### config.mk
export PLATFORM = sky130hd
export DESIGN_NAME = text_pixel_render_flat
export DESIGN_NICKNAME = d
export VERILOG_FILES = /design/src/rtl/text_pixel_render_if.sv /design/src/rtl/text_pixel_render.sv /design/src/flat_wrapper.sv
export SDC_FILE = /design/constraint.sdc
export NUM_CORES = 1
export LEC_CHECK = 0
export BUFFER_PORTS_ARGS = -buffer_cell sky130_fd_sc_hd__buf_2
export CELL_PAD_IN_SITES_DETAIL_PLACEMENT = 2
export CELL_PAD_IN_SITES_GLOBAL_PLACEMENT = 2
export CORE_MARGIN = 1
export CORE_UTILIZATION = 25
export DETAILED_ROUTE_END_ITERATION = 12
export PLACE_DENSITY_LB_ADDON = 0.08
export REMOVE_ABC_BUFFERS = 1
export SYNTH_ARGS = -nofsm -noshare
export SYNTH_HDL_FRONTEND = slang
export SYNTH_SLANG_ARGS = --single-unit
### constraint.sdc
create_clock -name clk -period 2.7 [get_ports clk]
set_input_delay 0.27 -clock clk [delete_from_list [all_inputs] [get_ports clk]]
set_output_delay 0.27 -clock clk [all_outputs]
set_load 0.01 [all_outputs]
### src/rtl/text_pixel_render_if.sv
// Font ROM bus between the text pixel renderer (master) and the synchronous glyph ROM (slave).
interface text_pixel_render_if;
    logic [10:0] font_addr;
    logic [7:0]  font_data;

    modport master (output font_addr, input font_data);
    modport slave  (input font_addr, output font_data);
endinterface

### src/rtl/text_pixel_render.sv
// Two-stage text overlay pixel pipeline: address the font ROM, then turn the glyph bit into RGB.
// Optional overlay blinking is enabled by defining TEXT_BLINK_EN.
module text_pixel_render #(
    parameter logic [11:0] FG_RGB = 12'hFFF,
    parameter logic [11:0] BG_RGB = 12'h000
) (
    input  logic                        clk,
    input  logic                        reset,
    input  logic                        p_tick,
    input  logic                        video_on,
    input  logic                        hsync_in,
    input  logic                        vsync_in,
    input  logic                        text_on,
    input  logic [10:0]                 rom_addr,
    input  logic [2:0]                  bit_addr,
    input  logic                        blink,
    text_pixel_render_if.master         font_bus,
    output logic                        hsync_out,
    output logic                        vsync_out,
    output logic [11:0]                 rgb
);

    logic [2:0] bit_addr_s1;
    logic       text_on_s1;
    logic       video_on_s1;
    logic       hsync_s1;
    logic       vsync_s1;
    logic       pix;
    logic       vis;

    // Stage 1 launches the ROM read; syncs idle high so a reset never emits a false pulse.
    always_ff @(posedge clk) begin
        if (reset) begin
            font_bus.font_addr <= '0;
            bit_addr_s1        <= '0;
            text_on_s1         <= 1'b0;
            video_on_s1        <= 1'b0;
            hsync_s1           <= 1'b1;
            vsync_s1           <= 1'b1;
        end else if (p_tick) begin
            font_bus.font_addr <= rom_addr;
            bit_addr_s1        <= bit_addr;
            text_on_s1         <= text_on;
            video_on_s1        <= video_on;
            hsync_s1           <= hsync_in;
            vsync_s1           <= vsync_in;
        end
    end

    // Column 0 is the leftmost pixel, which the ROM stores in the MSB.
    assign pix = font_bus.font_data[3'd7 - bit_addr_s1];

`ifdef TEXT_BLINK_EN
    logic [5:0] frame_cnt;
    logic       vsync_s1_d;

    // Count frames on the falling edge of the stage-1 vsync; bit 5 gives a 32-on/32-off cadence.
    always_ff @(posedge clk) begin
        if (reset) begin
            frame_cnt  <= '0;
            vsync_s1_d <= 1'b1;
        end else begin
            vsync_s1_d <= vsync_s1;
            if (vsync_s1_d && !vsync_s1) begin
                frame_cnt <= frame_cnt + 6'd1;
            end
        end
    end

    assign vis = !(blink && frame_cnt[5]);
`else
    logic unused_blink;

    assign unused_blink = blink;
    assign vis          = 1'b1;
`endif

    // Stage 2 samples the ROM data, which has had at least one clk to settle since stage 1.
    always_ff @(posedge clk) begin
        if (reset) begin
            rgb       <= '0;
            hsync_out <= 1'b1;
            vsync_out <= 1'b1;
        end else if (p_tick) begin
            if (!video_on_s1) begin
                rgb <= 12'h000;
            end else if (text_on_s1 && vis && pix) begin
                rgb <= FG_RGB;
            end else begin
                rgb <= BG_RGB;
            end
            hsync_out <= hsync_s1;
            vsync_out <= vsync_s1;
        end
    end

endmodule

### src/flat_wrapper.sv
// flat-port wrapper written by rule: the top's interface ports become plain ports
module text_pixel_render_flat 
#(
    parameter logic [11:0] FG_RGB = 12'hFFF,
    parameter logic [11:0] BG_RGB = 12'h000
)
  (clk, reset, p_tick, video_on, hsync_in, vsync_in, text_on, rom_addr, bit_addr, blink, hsync_out, vsync_out, rgb, font_bus_font_addr, font_bus_font_data);
  text_pixel_render_if font_bus_i ();
  input  logic clk;
  input  logic reset;
  input  logic p_tick;
  input  logic video_on;
  input  logic hsync_in;
  input  logic vsync_in;
  input  logic text_on;
  input  logic [10:0] rom_addr;
  input  logic [2:0] bit_addr;
  input  logic blink;
  output logic hsync_out;
  output logic vsync_out;
  output logic [11:0] rgb;
  output wire logic [$bits(font_bus_i.font_addr)-1:0] font_bus_font_addr;
  input wire logic [$bits(font_bus_i.font_data)-1:0] font_bus_font_data;
  assign font_bus_font_addr = font_bus_i.font_addr;
  assign font_bus_i.font_data = font_bus_font_data;
  text_pixel_render #(.FG_RGB(FG_RGB), .BG_RGB(BG_RGB)) u_core (.clk(clk), .reset(reset), .p_tick(p_tick), .video_on(video_on), .hsync_in(hsync_in), .vsync_in(vsync_in), .text_on(text_on), .rom_addr(rom_addr), .bit_addr(bit_addr), .blink(blink), .font_bus(font_bus_i), .hsync_out(hsync_out), .vsync_out(vsync_out), .rgb(rgb));
endmodule
==> results of run 1 <==
cell usage in the layout (no fill, tap or decap):
cell type   n
nor2b_1     6
o41ai_1     1
buf_2      53
a2111oi_0   1
clkinv_2    1
nor2_1     16
or3b_2      1
dfxtp_1    21
a211o_1     4
mux2_2      1
nor3b_1     1
clkbuf_4    3
mux2i_1    16
mux4_1      1
nand4b_1    1
worst paths after layout:
| kind | endpoint | slack, ns | cells past startpoint |
|---|---|---|---|
| setup reg to reg | u_core.rgb[10] | 1.40 | 3 |
| setup / recovery | u_core.rgb[10] | 1.40 | 3 |
| hold reg to reg | u_core.vsync_out | 0.48 | 1 |
| hold / removal | u_core.hsync_s1 | 0.16 | 2 |
cell usage after synthesis, drive strengths merged:
cell / number / area share, %
nor2: 16 / 6.7
a2111oi: 1 / 0.98
nor2b: 6 / 4.2
a211o: 4 / 3.9
mux2: 1 / 1.3
mux2i: 16 / 18
o41ai: 1 / 0.98
clkbuf: 2 / 0.84
mux4: 1 / 2.9
nor3b: 1 / 0.84
buf: 14 / 11
nand4b: 1 / 0.98
dfxtp: 21 / 47
or3b: 1 / 0.98
report_power, final:
| part | leakage, nW | switching, mW | internal, mW |
|---|---|---|---|
| clock | 0.0177 | 0.0981 | 0.0553 |
| sequential | 0.174 | 0.0106 | 0.328 |
| combinational | 0.408 | 0.0397 | 0.0460 |
| total | 0.599 | 0.148 | 0.429 |
per-stage QoR:
step / cells / area, µm²
floorplan: 70 / 793
global placement: 169 / 1120
detailed placement: 169 / 1120
CTS: 173 / 1140
global route: 173 / 1140
finish: 173 / 1140
cell type report:
type                            instances  area [µm²]
Clock buffer                            3        22.5
Clock inverter                          1        5.00
Fill cell                             380        2250
Multi-Input combinational cell         49         373
Sequential cell                        21         420
Tap cell                               46        57.6
Timing Repair Buffer                   53         265
worst max-delay path: stages (launching register included):
cell and delay, ns:
dfxtp_1 0.41, mux4_1 0.57, nor2b_1 0.12, o41ai_1 0.09
layer usage:
| metal | vias up | global-route usage (%) |
|---|---|---|
| li1 | 362 | - |
| met1 | 348 | 11.9 |
| met2 | 31 | 23.4 |
| met3 | 2 | 3.93 |
| met4 | 0 | 2.86 |
| met5 | - | 0 |
cells by family after synthesis:
family / after synthesis
AO/OA/AOI/OAI: 6
flip-flops: 21
buffers and inverters: 16
AND/OR/NAND/NOR: 25
multiplexers: 18
==> summary.txt, run 1 <==
STA
  – Max Clock Skew: between 0.005 and 0.006 ns
  – Post-layout minimum cycle time: 1.30 ns
  – RSZ-0062 raised after global routing: false
  – Final setup margin: 1.40 ns
  – Max-slew violations: 0
  – Setup_tns: 0 ns
  – Final Hold Viols: 0
  – Max Fclk: 767 MHz
  – Hold slack: 0.161 ns
  – Final setup violation count: 0
  – Final Cycle Share: 48.3%
  – Slew @ Worst Pin: 0.639 ns
  – Slew HR: 57.4%

GRT
  – Initial antenna violation count: 0
  – First-pass GRT wire length: 3280 µm
  – Largest net degree at the start of global routing: 27
  – Vias in the first global route: 743
  – Gr usage total: 11.9%
  – Total gr overflow: 0

Drt
  – Routed Antenna Nets: 0
  – Routed WL per cell: roughly 12 µm
  – Met2 wire length: 1160 µm
  – Final wirelength: 2130 µm
  – Met1 wire length: 808 µm
  – Vias: around 740
  – Top layer in use: met4
  – Initial drt markers: 22
  – DR pass1 iterations: 2
  – DRC: 0
  – Met3 routed WL: around 140 µm
  – Via density: 4.29

Critical path
  – Worst Setup End Kind: flop
  – Crit path from: u_core.bit_addr_s1[0]
  – CP required: around 2.9 ns
  – Critical path class: reg -> reg
  – RR Startpoint: u_core.bit_addr_s1[0]
  – CP arrival: 1.50 ns
  – Crit start category: flop
  – Critical path fanouts, max: 4

Placed design
  – Final Wtd Congestion: approximately 0.56
  – Port Buf Inserts: 53
  – Pre-CTS WS: ~1.3 ns
  – Hpwl dp: 1560 µm

Clocking
  – CTS tree: done
  – Clk sinks: 21
  – Clock tree buffer depth: 2
  – Reg clk slew, reported paths: 0.12 ns
  – PostCTS Resize Cnt: 0
  – Clock latency on the worst-skew pair: 0.31 ns
  – Setup bufs post-CTS: 0
  – TritonCTS Buffers: 3
  – Root Driver: clkbuf_4
  – H-tree Lvls: 1
  – Cts hold-fix bufs: 0

Synthesis
  – Synthesis-stage register bit count: 21
  – Post-Synth XOR/XNOR Area: 0%
  – Simple-gate share of the synthesized area: 13.6%
  – Synth Area in Compound Gates: 5.85%
  – Sequential-to-total area share from yosys stat: 46.8%
  – Post-synthesis mux area share: 22.0%
  – Mapped Area: 898 µm²
  – Post-Synth Adder-Cell Area: 0%
  – Main combinational cell family by area after synthesis: multiplexers
  – Post-synthesis average cell area: between 10 and 15 µm²
  – Post-Synthesis Cells: 86
  – Yosys warnings: 0
  – Yosys cell types: 15

Finish
  – Fin util: 33.7%
  – Max reg flops: 11
  – Area grow syn2layout: 27.3%
  – Largest registers: u_core.font_bus.font_addr (11), u_core.bit_addr_s1 (3)
  – Share of cells above drive strength 1: approximately 46%
  – Nets: about 160
  – # diodes: 0
  – Top reg by flops: u_core.font_bus.font_addr

Floorplan
  – DIE WIDTH: 61.9 µm
  – Starting Density: around a quarter
  – Top-level I/O count: 55
  – Row cnt: 21
  – Core box area: 3390 µm²
  – Die Height: 61.9 µm
  – Die area: roughly 3800 µm²

Pwr
  – Power density over cell area: 505 nW/µm²
  – Worst VDD drop: 0.188 mV
  – Leak Pwr: 0.599 nW
  – Total chip power: 0.578 mW

Run status
  – Status: finished, final reports clean

Job
  – MaxCap Viol Count: 0

Min path
  – HP Class: in -> reg
  – Hold Path Origin: hsync_in
Power figures use the tool's default switching activity.
==> run 2: changes to the inputs <==
- CORE_UTILIZATION: 25 -> 23
- clock period: 2.7 -> 1.3 ns (I/O delays scaled with it)
==> summary.txt, run 2 (same netlist as run 1, synthesis figures left out) <==
Finish
  – Most frequent cells in the layout: buf_2 (53), dfxtp_1 (20), mux2i_1 (16), nor2_1 (16), nor2b_1 (6) (was buf_2 (53), dfxtp_1 (21), mux2i_1 (16), nor2_1 (16), nor2b_1 (6))
  – # diodes: 0 (unchanged)
  – Fin util: 32.1% (was 33.7%)
  – Max reg flops: 11 (unchanged)
  – Largest registers: u_core.font_bus.font_addr (11), u_core.bit_addr_s1 (3) (unchanged)
  – Commonest non-fill, non-tap cell in the layout: buf_2 (unchanged)
  – Nets: 162 (was 158)
  – Top reg by flops: u_core.font_bus.font_addr (unchanged)
  – Share of cells above drive strength 1: 49.6% (was 46.5%)
  – Non-Filler Instances: 179 (was 173)
  – Fillcell total: 418 (was 380)
  – Area grow syn2layout: 32.7% (was 27.3%)
  – Post-route cell area: 1190 µm² (was 1140 µm²)

STA
  – Max Clock Skew: 0.00607 ns (was 0.00546 ns)
  – Final Cycle Share: 91.3% (was 48.3%)
  – Post-layout minimum cycle time: 1.19 ns (was 1.30 ns)
  – Final Hold Viols: 0 (unchanged)
  – Final setup violation count: 0 (unchanged)
  – Max-slew violations: 0 (unchanged)
  – Slew @ Worst Pin: 0.380 ns (was 0.639 ns)
  – Hold slack: 0.0693 ns (was 0.161 ns)
  – Setup_tns: 0 ns (unchanged)
  – Final setup margin: 0.113 ns (was 1.40 ns)
  – Slew HR: 74.0% (was 57.4%)
  – Max Fclk: 843 MHz (was 767 MHz)
  – RSZ-0062 raised after global routing: false (unchanged)

Critical path
  – Reg2reg setup slack: 0.11 ns (was 1.40 ns)
  – Critical path class: reg -> reg (unchanged)
  – CP required: 1.44 ns (was 2.89 ns)
  – Reg2Reg Depth: 3 (unchanged)
  – Cell family with most CP delay: multiplexers (unchanged)
  – Worst flop-to-flop path endpoint: u_core.rgb[10] (unchanged)
  – CP peak stage delay: 0.49 ns (was 0.57 ns)
  – Critical Path Slowest Stage Cell: mux4_2 (was mux4_1)
  – Worst Setup End Kind: flop (unchanged)
  – Critical path fanouts, max: 4 (unchanged)
  – RR Startpoint: u_core.bit_addr_s1[0] (unchanged)
  – Critical path depth in cells: 3 (unchanged)
  – Worst Path Buf+Inv: 0 (unchanged)
  – Crit-path cells: mux4_2, nor2b_1, o41ai_1 (was mux4_1, nor2b_1, o41ai_1)
  – Crit start category: flop (unchanged)
  – CP arrival: 1.33 ns (was 1.50 ns)

GRT
  – Largest net degree at the start of global routing: 16 (was 27)
  – Met1 usage: 15.2% (was 11.9%)
  – Most Crowded Layer GR: met2 (unchanged)
  – Grt met2 use: 16.1% (was 23.4%)
  – Met3 usage: 3.52% (was 3.93%)
  – First-pass GRT wire length: 3530 µm (was 3280 µm)
  – Gr usage total: 11.3% (was 11.9%)
  – Initial antenna violation count: 0 (unchanged)
  – Total gr overflow: 0 (unchanged)
  – Vias in the first global route: 769 (was 743)

Min path
  – Hold Path Sink: u_core.hsync_s1 (unchanged)
  – HP Class: in -> reg (unchanged)
  – Worst hold path depth: 2 (unchanged)
  – Hold Path Origin: hsync_in (unchanged)

Placed design
  – Placed cell areas: 1150 µm² (was 1120 µm²)
  – Pre-CTS WS: 0.0101 ns (was 1.27 ns)
  – Port Buf Inserts: 53 (unchanged)
  – Final Wtd Congestion: 0.737 (was 0.557)
  – Hpwl dp: 1650 µm (was 1560 µm)
  – Placed Instances: 175 (was 169)

Clocking
  – CTS tree: done (unchanged)
  – Root Driver: clkbuf_8 (was clkbuf_4)
  – H-tree Lvls: 1 (unchanged)
  – Clk sinks: 21 (unchanged)
  – Clock tree buffer depth: 2 (unchanged)
  – Clock latency on the worst-skew pair: 0.26 ns (was 0.31 ns)
  – Reg clk slew, reported paths: 0.08 ns (was 0.12 ns)
  – TritonCTS Buffers: 3 (unchanged)
  – Cts hold-fix bufs: 0 (unchanged)

Floorplan
  – Top-level I/O count: 55 (unchanged)
  – Starting Density: 24.2% (was 26.5%)
  – Core box area: 3720 µm² (was 3390 µm²)
  – Row cnt: 22 (was 21)
  – Die Height: 64.5 µm (was 61.9 µm)
  – Die area: 4160 µm² (was 3840 µm²)
  – DIE WIDTH: 64.5 µm (was 61.9 µm)

Drt
  – Initial drt markers: 21 (was 22)
  – Via density: 4.31 (was 4.29)
  – DRC: 0 (unchanged)
  – DR pass1 iterations: 2 (unchanged)
  – Vias: 772 (was 743)
  – Routed WL per cell: 12.1 µm (was 12.3 µm)
  – Final wirelength: 2160 µm (was 2130 µm)
  – Routed Antenna Nets: 0 (unchanged)

Job
  – MaxCap Viol Count: 0 (unchanged)

Pwr
  – Worst VDD drop: 0.365 mV (was 0.188 mV)
  – Leak Pwr: 0.624 nW (was 0.599 nW)
  – Power density over cell area: 1100 nW/µm² (was 505 nW/µm²)
  – Total chip power: 1.32 mW (was 0.578 mW)

Run status
  – Status: finished, final reports clean (unchanged)
==> run 2: changes by cell type in the layout (fill, tap and decap cells not counted) <==
cell,change
clkbuf_8,+3
mux4_1,-1
dfxtp_2,+1
mux4_2,+1
buf_4,+4
dfxtp_1,-1
clkbuf_4,-3
==> run 2: cell type report <==
| cell class | instances | area (µm²) | share of cell area (%) |
|---|---|---|---|
| clock inverter | 1 | 5.00 | 0.420 |
| multi-input combinational | 49 | 369 | 31.0 |
| clock buffer | 3 | 41.3 | 3.46 |
| tap | 48 | 60.1 | 5.04 |
| timing repair buffer | 57 | 295 | 24.8 |
| sequential | 21 | 422 | 35.4 |
==> run 2: what timing repair did <==
item / 4_1_cts / 5_1_grt
gates resized for setup: 0 / 2
setup endpoints to repair: 0 / 1
setup buffers: 0 / 0
==> run 2: worst max-delay path by stage <==
stage	from	end	slack, ns
2_1_floorplan	u_core.rgb[10]	u_core.rgb[10]	-0.40
3_3_place_gp	u_core.bit_addr_s1[0]	u_core.rgb[10]	0.07
3_5_place_dp	u_core.bit_addr_s1[0]	u_core.rgb[10]	0.01
4_1_cts	u_core.bit_addr_s1[0]	u_core.rgb[10]	0.01
5_1_grt	u_core.bit_addr_s1[2]	u_core.rgb[10]	0.04
6_report	u_core.bit_addr_s1[0]	u_core.rgb[10]	0.11
==> run 2: worst reg2reg max path, stage by stage (launching register included) <==
cell     delay, ns
dfxtp_2       0.36
mux4_2        0.49
nor2b_1       0.14
o41ai_1       0.09
==> run 2: metal layers <==
| layer | part of all wire [%] | wire, µm |
|---|---|---|
| met3 | 9.2 | 198 |
| met4 | 1.6 | 34 |
| met2 | 42 | 896 |
| met1 | 48 | 1030 |
| met5 | 0 | 0 |
==> run 2: report_power, final <==
| part | internal (mW) | switching, mW | total, mW |
|---|---|---|---|
| combinational | 0.102 | 0.0874 | 0.189 |
| clock | 0.213 | 0.212 | 0.426 |
| sequential | 0.681 | 0.0200 | 0.701 |
==> run 3: changes to the inputs <==
- MAX_ROUTING_LAYER: unset -> met4
- REMOVE_ABC_BUFFERS: 1 -> unset
- SETUP_SLACK_MARGIN: unset -> 0.2
==> summary.txt, run 3 (same netlist as run 1, synthesis figures left out) <==
Run status
  – Status: finished, final reports clean (unchanged)

Finish
  – Area grow syn2layout: 34.7% (was 32.7%)
  – Most frequent cells in the layout: buf_2 (53), dfxtp_1 (18), mux2i_1 (16), nor2_1 (16), nor2b_1 (5) (was buf_2 (53), dfxtp_1 (20), mux2i_1 (16), nor2_1 (16), nor2b_1 (6))
  – Share of cells above drive strength 1: 52.7% (was 49.6%)
  – Commonest non-fill, non-tap cell in the layout: buf_2 (unchanged)
  – # diodes: 0 (unchanged)
  – Top reg by flops: u_core.font_bus.font_addr (unchanged)
  – Nets: 162 (unchanged)
  – Largest registers: u_core.font_bus.font_addr (11), u_core.bit_addr_s1 (3) (unchanged)
  – Max reg flops: 11 (unchanged)

Floorplan
  – Core box area: 3720 µm² (unchanged)
  – Starting Density: 24.2% (unchanged)
  – Die Height: 64.5 µm (unchanged)
  – DIE WIDTH: 64.5 µm (unchanged)
  – Row cnt: 22 (unchanged)
  – Die area: 4160 µm² (unchanged)
  – Top-level I/O count: 55 (unchanged)

STA
  – Max Fclk: 832 MHz (was 843 MHz)
  – Slew @ Worst Pin: 0.440 ns (was 0.380 ns)
  – Final Hold Viols: 0 (unchanged)
  – Hold slack: 0.0748 ns (was 0.0693 ns)
  – Post-layout minimum cycle time: 1.20 ns (was 1.19 ns)
  – Max Clock Skew: 0.00124 ns (was 0.00607 ns)
  – Final setup margin: 0.0980 ns (was 0.113 ns)
  – Final setup violation count: 0 (unchanged)
  – RSZ-0062 raised after global routing: true (was false)
  – Slew HR: 70.6% (was 74.0%)
  – Setup_tns: 0 ns (unchanged)
  – Final Cycle Share: 92.5% (was 91.3%)
  – Max-slew violations: 0 (unchanged)

Critical path
  – Worst Path Buf+Inv: 0 (unchanged)
  – Critical path class: reg -> reg (unchanged)
  – CP peak stage delay: 0.51 ns (was 0.49 ns)
  – Cell family with most CP delay: multiplexers (unchanged)
  – Worst Setup End Kind: flop (unchanged)
  – Crit-path cells: mux4_2, nor2b_2, o41ai_2 (was mux4_2, nor2b_1, o41ai_1)
  – Critical path fanouts, max: 3 (was 4)
  – CP required: 1.44 ns (about the same)
  – Crit start category: flop (unchanged)
  – Critical Path Slowest Stage Cell: mux4_2 (unchanged)
  – CP arrival: 1.34 ns (was 1.33 ns)

Clocking
  – Clock tree buffer depth: 2 (unchanged)
  – TritonCTS Buffers: 3 (unchanged)
  – Clk sinks: 21 (unchanged)
  – Clock latency on the worst-skew pair: 0.26 ns (about the same)
  – H-tree Lvls: 1 (unchanged)
  – Cts hold-fix bufs: 0 (unchanged)
  – CTS tree: done (unchanged)
  – Reg clk slew, reported paths: 0.07 ns (was 0.08 ns)
  – Root Driver: clkbuf_8 (unchanged)

Synthesis
  – Syn nets: 116

GRT
  – Largest net degree at the start of global routing: 21 (was 16)
  – Vias in the first global route: 762 (was 769)
  – Initial antenna violation count: 0 (unchanged)
  – Total gr overflow: 0 (unchanged)
  – Gr usage total: 11.0% (was 11.3%)
  – First-pass GRT wire length: 3280 µm (was 3530 µm)

Drt
  – Final wirelength: 2230 µm (was 2160 µm)
  – Routed WL per cell: 12.5 µm (was 12.1 µm)
  – Vias: 771 (was 772)
  – DRC: 0 (unchanged)
  – DR pass1 iterations: 3 (was 2)
  – Routed Antenna Nets: 0 (unchanged)
  – Via density: 4.31 (about the same)
  – Initial drt markers: 21 (unchanged)

Pwr
  – Leak Pwr: 0.631 nW (was 0.624 nW)
  – Worst VDD drop: 0.373 mV (was 0.365 mV)
  – Total chip power: 1.32 mW (about the same)
  – Power density over cell area: 1090 nW/µm² (was 1100 nW/µm²)

Placed design
  – Pre-CTS WS: 0.103 ns (was 0.0101 ns)
  – Final Wtd Congestion: 0.634 (was 0.737)
  – Hpwl dp: 1650 µm (about the same)
  – Port Buf Inserts: 53 (unchanged)

Min path
  – HP Class: in -> reg (unchanged)

Job
  – MaxCap Viol Count: 0 (unchanged)
==> run 3: path summary, 6_finish.rpt <==
path / startpoint / endpoint / slack [ns] / cells after the start
max: u_core.bit_addr_s1[0] / u_core.rgb[10] / 0.1 / 3
min: vsync_in / u_core.vsync_s1 / 0.07 / 2
max reg2reg: u_core.bit_addr_s1[0] / u_core.rgb[10] / 0.1 / 3
min reg2reg: u_core.hsync_s1 / u_core.hsync_out / 0.47 / 1
==> run 3: worst reg2reg max path, stage by stage, from the launching register on <==
cell	delay, ns
dfxtp_2	0.36
mux4_2	0.51
nor2b_2	0.14
o41ai_2	0.08
==> run 3: timing repair <==
item / in CTS / in global routing
endpoints found under the hold margin: 0 / 0
gates resized for setup: 0 / 5
setup buffers: 0 / 1
endpoints found under the setup margin: 1 / 1
pin swaps: 1 / 1
==> run 3: where the power goes <==
group	switching (mW)	total (mW)	leakage, nW	internal [mW]
clock network	0.204	0.422	0.0228	0.218
logic	0.0904	0.196	0.433	0.106
registers	0.0220	0.704	0.175	0.682
total	0.316	1.32	0.631	1.01
==> run 3: routing by layer <==
layer,GRT usage (%),wire length [µm],vias to the layer above
li1,-,-,370
met1,10.7,857,364
met2,20.1,1190,32
met3,2.11,130,5
met4,6.67,51,0
met5,-,0,-
==> run 3: layout make-up <==
| class | instances | area, µm² |
|---|---|---|
| Tap cell | 48 | 60.1 |
| Timing Repair Buffer | 57 | 295 |
| Multi-Input combinational cell | 49 | 385 |
| Sequential cell | 21 | 424 |
| Clock buffer | 4 | 45.0 |
| Fill cell | 421 | 2510 |
==> run 3: stage by stage <==
stage | utilization (%) | area (µm²) | cells
2_1_floorplan | - | 897 | 86
3_3_place_gp | 30.7 | 1140 | 174
3_5_place_dp | 30.7 | 1140 | 174
4_1_cts | 31.9 | 1180 | 178
5_1_grt | 32.6 | 1210 | 179
6_report | 32.6 | 1210 | 179
